<file path="src/rtl/cpu_pkg.sv">
// Shared CPU front-end types and constants: fetch FSM states, boot address, PC step.
package cpu_pkg;

  typedef enum logic [1:0] {
    BOOT = 2'd0,
    RUN  = 2'd1,
    HALT = 2'd2
  } fetch_state_t;

  localparam logic [31:0] RESET_PC_DEFAULT = 32'h0040_0000;
  localparam int unsigned PC_INC           = 4;

  function automatic logic is_misaligned(input logic [1:0] pc_lo);
    return (pc_lo != 2'b00);
  endfunction

endpackage

</file>
<file path="src/rtl/sync_fifo.sv">
// Synchronous FIFO with flush; push and pop may coincide on a full FIFO.
module sync_fifo #(
  parameter int WIDTH = 32,
  parameter int DEPTH = 4
) (
  input  logic                     clk_i,
  input  logic                     rst_ni,
  input  logic                     flush_i,
  input  logic                     push_i,
  input  logic [WIDTH-1:0]         data_i,
  input  logic                     pop_i,
  output logic [WIDTH-1:0]         data_o,
  output logic                     empty_o,
  output logic                     full_o,
  output logic [$clog2(DEPTH):0]   count_o
);

  localparam int AW = $clog2(DEPTH);

  logic [WIDTH-1:0] mem_q [DEPTH];
  logic [AW-1:0]    rd_ptr_q;
  logic [AW-1:0]    wr_ptr_q;
  logic [AW:0]      count_q;
  logic             do_push_s;
  logic             do_pop_s;

  assign empty_o   = (count_q == (AW+1)'(0));
  assign full_o    = (count_q == (AW+1)'(DEPTH));
  assign count_o   = count_q;
  assign data_o    = mem_q[rd_ptr_q];
  assign do_pop_s  = pop_i && !empty_o;
  assign do_push_s = push_i && (!full_o || do_pop_s);

  // Pointer and occupancy tracking; flush wins over any push/pop.
  always_ff @(posedge clk_i or negedge rst_ni) begin
    if (!rst_ni) begin
      rd_ptr_q <= AW'(0);
      wr_ptr_q <= AW'(0);
      count_q  <= (AW+1)'(0);
    end else if (flush_i) begin
      rd_ptr_q <= AW'(0);
      wr_ptr_q <= AW'(0);
      count_q  <= (AW+1)'(0);
    end else begin
      if (do_push_s) wr_ptr_q <= wr_ptr_q + AW'(1);
      if (do_pop_s)  rd_ptr_q <= rd_ptr_q + AW'(1);
      case ({do_push_s, do_pop_s})
        2'b10:   count_q <= count_q + (AW+1)'(1);
        2'b01:   count_q <= count_q - (AW+1)'(1);
        default: count_q <= count_q;
      endcase
    end
  end

  // Storage array; contents are don't-care while unoccupied.
  always_ff @(posedge clk_i) begin
    if (do_push_s && !flush_i) mem_q[wr_ptr_q] <= data_i;
  end

endmodule

</file>
<file path="src/rtl/fetch_unit.sv">
// Instruction fetch unit: credit-based request issue, in-order response matching,
// redirect flush with stale-response dropping, and a sticky misaligned-target halt.
module fetch_unit
  import cpu_pkg::*;
#(
  parameter int              XLEN     = 32,
  parameter logic [XLEN-1:0] RESET_PC = XLEN'(RESET_PC_DEFAULT),
  parameter int              DEPTH    = 4
) (
  input  logic            clk,
  input  logic            reset,
  output logic            imem_req_valid,
  output logic [XLEN-1:0] imem_req_addr,
  input  logic            imem_req_ready,
  input  logic            imem_rsp_valid,
  input  logic [31:0]     imem_rsp_data,
  input  logic            redirect_valid,
  input  logic [XLEN-1:0] redirect_pc,
  output logic            out_valid,
  input  logic            out_ready,
  output logic [31:0]     out_instr,
  output logic [XLEN-1:0] out_pc,
  output logic [XLEN-1:0] out_pc_plus4,
  output logic            halt_err
);

  localparam int CW = $clog2(DEPTH) + 1;
  localparam int QW = 32 + XLEN;

  fetch_state_t    state_q, state_d;
  logic [XLEN-1:0] fetch_pc_q, fetch_pc_d;
  logic [CW-1:0]   outstanding_q, outstanding_d;
  logic [CW-1:0]   drop_cnt_q, drop_cnt_d;
  logic            halt_err_q, halt_err_d;

  logic            redir_s, redir_bad_s, credit_s, req_valid_s, accept_s;
  logic            rsp_s, keep_rsp_s, q_push_s, q_pop_s, q_empty_s;
  logic [XLEN-1:0] pcf_head_s;
  logic [QW-1:0]   q_head_s;
  logic [CW-1:0]   q_count_s, pcf_count_s;
  logic            pcf_empty_s, pcf_full_s, q_full_s;

  // In HALT redirects are ignored; the only way out is reset.
  assign redir_s     = redirect_valid && (state_q != HALT);
  assign redir_bad_s = redir_s && is_misaligned(redirect_pc[1:0]);
  assign credit_s    = ({1'b0, outstanding_q} + {1'b0, q_count_s}) < (CW+1)'(DEPTH);
  assign accept_s    = req_valid_s && imem_req_ready;
  assign rsp_s       = imem_rsp_valid && (outstanding_q != CW'(0));
  assign keep_rsp_s  = rsp_s && (drop_cnt_q == CW'(0));
  assign q_push_s    = keep_rsp_s && (state_q == RUN) && !redir_s;
  assign q_pop_s     = out_valid && out_ready && !redir_s;

  // FSM state register.
  always_ff @(posedge clk or negedge reset) begin
    if (!reset) state_q <= BOOT;
    else        state_q <= state_d;
  end

  // FSM next-state logic.
  always_comb begin
    state_d = state_q;
    case (state_q)
      BOOT:    state_d = redir_bad_s ? HALT : RUN;
      RUN:     state_d = redir_bad_s ? HALT : RUN;
      HALT:    state_d = HALT;
      default: state_d = BOOT;
    endcase
  end

  // FSM outputs: request issue is blocked during a redirect cycle.
  always_comb begin
    req_valid_s = 1'b0;
    if (state_q == RUN) req_valid_s = credit_s && !redir_s;
    else                req_valid_s = 1'b0;
  end

  // Datapath next-state: fetch PC, in-flight count, drop count, sticky error.
  always_comb begin
    fetch_pc_d    = fetch_pc_q;
    outstanding_d = outstanding_q;
    drop_cnt_d    = drop_cnt_q;
    halt_err_d    = halt_err_q | redir_bad_s;
    case ({accept_s, rsp_s})
      2'b10:   outstanding_d = outstanding_q + CW'(1);
      2'b01:   outstanding_d = outstanding_q - CW'(1);
      default: outstanding_d = outstanding_q;
    endcase
    if (redir_s && !redir_bad_s)      fetch_pc_d = redirect_pc;
    else if (accept_s)                fetch_pc_d = fetch_pc_q + XLEN'(PC_INC);
    else                              fetch_pc_d = fetch_pc_q;
    // Every request still in flight after this edge belongs to the old path.
    if (redir_s)                              drop_cnt_d = outstanding_d;
    else if (rsp_s && drop_cnt_q != CW'(0))   drop_cnt_d = drop_cnt_q - CW'(1);
    else                                      drop_cnt_d = drop_cnt_q;
  end

  // Datapath registers.
  always_ff @(posedge clk or negedge reset) begin
    if (!reset) begin
      fetch_pc_q    <= RESET_PC;
      outstanding_q <= CW'(0);
      drop_cnt_q    <= CW'(0);
      halt_err_q    <= 1'b0;
    end else begin
      fetch_pc_q    <= fetch_pc_d;
      outstanding_q <= outstanding_d;
      drop_cnt_q    <= drop_cnt_d;
      halt_err_q    <= halt_err_d;
    end
  end

  sync_fifo #(.WIDTH(XLEN), .DEPTH(DEPTH)) u_pc_fifo (
    .clk_i   (clk),
    .rst_ni  (reset),
    .flush_i (redir_s),
    .push_i  (accept_s),
    .data_i  (fetch_pc_q),
    .pop_i   (keep_rsp_s),
    .data_o  (pcf_head_s),
    .empty_o (pcf_empty_s),
    .full_o  (pcf_full_s),
    .count_o (pcf_count_s)
  );

  sync_fifo #(.WIDTH(QW), .DEPTH(DEPTH)) u_instr_q (
    .clk_i   (clk),
    .rst_ni  (reset),
    .flush_i (redir_s),
    .push_i  (q_push_s),
    .data_i  ({imem_rsp_data, pcf_head_s}),
    .pop_i   (q_pop_s),
    .data_o  (q_head_s),
    .empty_o (q_empty_s),
    .full_o  (q_full_s),
    .count_o (q_count_s)
  );

  assign imem_req_valid = req_valid_s;
  assign imem_req_addr  = fetch_pc_q;
  assign out_valid      = !q_empty_s;
  assign out_instr      = out_valid ? q_head_s[QW-1:XLEN] : 32'h0000_0000;
  assign out_pc         = out_valid ? q_head_s[XLEN-1:0] : XLEN'(0);
  assign out_pc_plus4   = out_pc + XLEN'(PC_INC);
  assign halt_err       = halt_err_q;

endmodule
</file>
<file path="config.mk">
export PLATFORM = sky130hd
export DESIGN_NAME = fetch_unit
export DESIGN_NICKNAME = d
export VERILOG_FILES = /design/src/rtl/cpu_pkg.sv /design/src/rtl/sync_fifo.sv /design/src/rtl/fetch_unit.sv
export SDC_FILE = /design/constraint.sdc
export NUM_CORES = 1
export LEC_CHECK = 0
export BUFFER_PORTS_ARGS = -buffer_cell sky130_fd_sc_hd__buf_2
export CORE_MARGIN = 3
export CORE_UTILIZATION = 65
export CTS_BUF_LIST = sky130_fd_sc_hd__clkbuf_8
export CTS_CLUSTER_SIZE = 14
export DETAILED_ROUTE_END_ITERATION = 8
export GPL_TIMING_DRIVEN = 0
export PLACE_DENSITY = 0.87
export SETUP_SLACK_MARGIN = 0.4
export SLEW_MARGIN = 25
export SYNTH_ARGS = -nofsm -noshare
export SYNTH_HDL_FRONTEND = slang
export SYNTH_SLANG_ARGS = --single-unit
</file>
<file path="constraint.sdc">
create_clock -name clk -period 8.1 [get_ports clk]
set_input_delay 1.62 -clock clk [delete_from_list [all_inputs] [get_ports clk]]
set_output_delay 1.62 -clock clk [all_outputs]
set_load 0.02 [all_outputs]
</file>
==> metrics.md <==
| Metric | Value |
|---|---|
| RePlAce Congestion | `0.8332` |
| Switching share of power | `0.3538` |
| Drt via density | `5.919` |
| Crit. End Element | `output pin` |
| Leading area contributor after synthesis | `edfxtp_1` |
| Most frequent cells in the layout | `384 x edfxtp_1, 206 x buf_2, 98 x mux4_2` |
| Area after DPL | `19780 um2` |
| Global-route wire length before repair | `60040 um` |
| Share of cells above drive strength 1 | `0.3092` |
| Worst slew pin tran | `0.9484 ns` |
| Initial Util | `0.6661` |
| CTS buffer count | `68` |
| Die X-Extent | `172.9 um` |
| Worst clock skew | `0.01984 ns` |
| CTS resizes | `0` |
| Post-Syn Instances | `1035` |
| Num rows | `60` |
| Seq cells post-synth | `439` |
| Top routing layer in use | `met4` |
| Period utilisation layout | `0.8150` |
| Met3 wire len | `2829 um` |
| Max-cap violations | `0` |
| Largest net degree at the start of global routing | `56` |
| Comb pwr share | `0.326` |
| Mapped cell area | `18100 um2` |
| Int Pwr | `4371 uW` |
| Clk_lat worst skew | `0.57 ns` |
| Setup violators final | `0` |
| Total wire length | `38010 um` |
| Synth cell types | `45` |
| Clk root buf | `clkbuf_8` |
| CP max FO | `10` |
| VDD IR max | `0.2322 mV` |
| Total of warnings raised by yosys | `0` |
| Min Tclk post-route | `6.602 ns` |
| Die Y | `172.9 um` |
| Clk slew on worst S/H paths | `0.06 ns` |
| Vias post-DR | `10280` |
| Residual DRC | `0` |
| Hold Buf Count CTS | `0` |
| Hold Crit Class | `reg -> reg` |
| Syn-to-layout area delta | `16.15%` |
| Hold Fails Final Rpt | `0` |
| Worst EP arrival | `4.98 ns` |
| Met1 WL | `14790 um` |
| Diode count | `0` |
| Count of pins over their slew limit | `0` |
| GRT Overall Usage | `0.2598` |
| Leak | `0.007537 uW` |
| Wire length per cell | `21.88 um` |
| Slew headroom | `0.3643` |
| I/O pin cnt | `201` |
| Clk pwr share | `0.247` |
| Power Dens Cells | `321.7 nW/um2` |
| RSZ-0062 raised after global routing | `false` |
| Most common cell after layout, fill and taps aside | `edfxtp_1` |
| Area share of the largest cell type after synthesis | `0.6370` |
| Post-synth net total | `1123` |
| Top cells by area, synth | `edfxtp_1 64%, mux4_2 12%, dfrtp_1 7.5%, and2_1 2.2%, xnor2_1 1.8%` |
| Initial antenna violation count | `0` |
| Vias in the first global route | `10690` |
| Met2 wire length | `19370 um` |
| Sequential share of power | `0.427` |
| Fin area | `21030 um2` |
| CP required | `6.48 ns` |
| Synth Area per Inst | `17.49 um2` |
| Layout Nets | `1401` |
| Critical path class | `reg -> out` |
| Hpwl dp | `26370 um` |
| Worst Setup Start Kind | `flop` |
| Post-CTS Setup Bufs | `0` |
| Outcome | `completed` |
| Max Clk Rate | `151.5 MHz` |
| DR pass1 iterations | `5` |
| Setup TNS | `0 ns` |
| ANT nets after route | `0` |
| Grt ovf | `0` |
| Core footprint | `27180 um2` |
| TritonCTS clock tree | `done` |
| Violation count after the first detailed-route iteration | `1050` |
| PortBufs | `200` |
| CTS H-tree lvls | `3` |
| Clock Sink Count | `439` |
| Worst reg-to-reg setup slack | `4.68 ns` |
| Longest Clk Path Bufs | `3` |
| Die area | `29890 um2` |
| Sw Pwr | `2394 uW` |
| Seq/Total Area, Yosys | `0.7131` |
per-layer routing:
layer	up-vias	GRT usage
li1	4555	-
met1	5137	0.3493
met2	510	0.4377
met3	80	0.04919
met4	0	0.08682
met5	-	0
registers in the layout, summed over array words and instances (netlist names):
register,cells
drop_cnt_q,3
halt_err,1
imem_req_addr,32
outstanding_q,3
state_q,2
u_instr_q.count_o,3
u_instr_q.mem_q,256
u_instr_q.rd_ptr_q,2
u_instr_q.wr_ptr_q,2
u_pc_fifo.count_o,3
u_pc_fifo.mem_q,128
u_pc_fifo.rd_ptr_q,2
u_pc_fifo.wr_ptr_q,2
cells in the mapped netlist (all sizes together):
| master | n |
|---|---|
| o31ai | 1 |
| and3 | 12 |
| xor2 | 28 |
| nor4 | 5 |
| nand4 | 14 |
| nand3 | 27 |
| a31oi | 4 |
| nor3 | 19 |
| o21ai | 31 |
| a21o | 3 |
| xnor2 | 37 |
| or3 | 2 |
| and2 | 65 |
| a21oi | 6 |
| inv | 30 |
| and4 | 4 |
| edfxtp | 384 |
| ha | 15 |
| nor3b | 1 |
| o31a | 1 |
| fa | 3 |
| mux2i | 7 |
| a31o | 1 |
| or4 | 3 |
| a211oi | 4 |
| nand4b | 2 |
| nor2b | 2 |
| clkbuf | 27 |
| a311oi | 2 |
| nand2b | 4 |
| nor2 | 35 |
| nor4b | 1 |
| dfrtp | 54 |
| dfstp | 1 |
| mux4 | 98 |
| buf | 20 |
| nand2 | 81 |
| o22a | 1 |
cells by family (layout without fill, tap and decap cells):
group / count (synthesis) / in the layout / synth area share
xor+xnor: 65 / 65 / 0.03145
mux: 105 / 105 / 0.1258
flops: 439 / 439 / 0.7131
compound gates: 54 / 54 / 0.01735
fa+ha+maj: 18 / 18 / 0.01369
simple gates: 277 / 277 / 0.07969
buf+inv: 77 / 407 / 0.01894
worst paths after layout:
kind / cells past startpoint / startpoint / endpoint
max: 14 / u_instr_q.count_o[0] / out_pc_plus4[30]
min: 1 / halt_err / halt_err
max reg2reg: 9 / u_instr_q.count_o[0] / u_instr_q.count_o[2]
min reg2reg: 1 / halt_err / halt_err
max in group asynchronous: 1 / reset / imem_req_addr[13]
min in group asynchronous: 1 / reset / state_q[1]
power groups by stage:
stage	logic, uW	clock network [uW]	registers [uW]
4_1_cts	2220	1700	2880
6_report	2200	1670	2890
3_3_place_gp	2160	0	2900
5_1_grt	2360	1820	2910
2_1_floorplan	1420	0	2940
3_5_place_dp	2210	0	2920
layout make-up:
cell class / count / area, um2
multi-input cells: 519 / 4866
inverters: 30 / 112.6
well taps: 372 / 465.4
fillers: 1540 / 6150
plain buffers: 47 / 230.2
clock inverters: 49 / 237.7
flip-flops and latches: 439 / 12910
clock buffers: 73 / 1005
repair buffers: 208 / 1201
per-stage QoR:
stage	total power, uW	utilization	hold slack [ns]	cells	worst slack (ns)
floorplan	4357	-	0.4389	1035	2.922
global placement	5063	0.7201	0.4386	1607	2.186
detailed placement	5133	0.7280	0.4418	1615	2.112
CTS	6801	0.7737	0.4582	1737	1.480
global route	7091	0.7737	0.4900	1737	1.303
finish	6765	0.7737	0.4559	1737	1.498
worst max-delay path, cell delays in order, from the launching register on:
cell,delay [ns]
dfrtp_1,0.48
nor3_2,0.20
inv_2,0.25
clkbuf_1,0.55
clkbuf_1,0.48
nand2_1,0.23
inv_1,0.12
ha_1,0.25
nand2_1,0.08
o22a_1,0.26
or4_4,0.45
nor4_4,0.49
nand3_1,0.16
xnor2_1,0.20
buf_2,0.20
(Power assumes the default switching activity.)
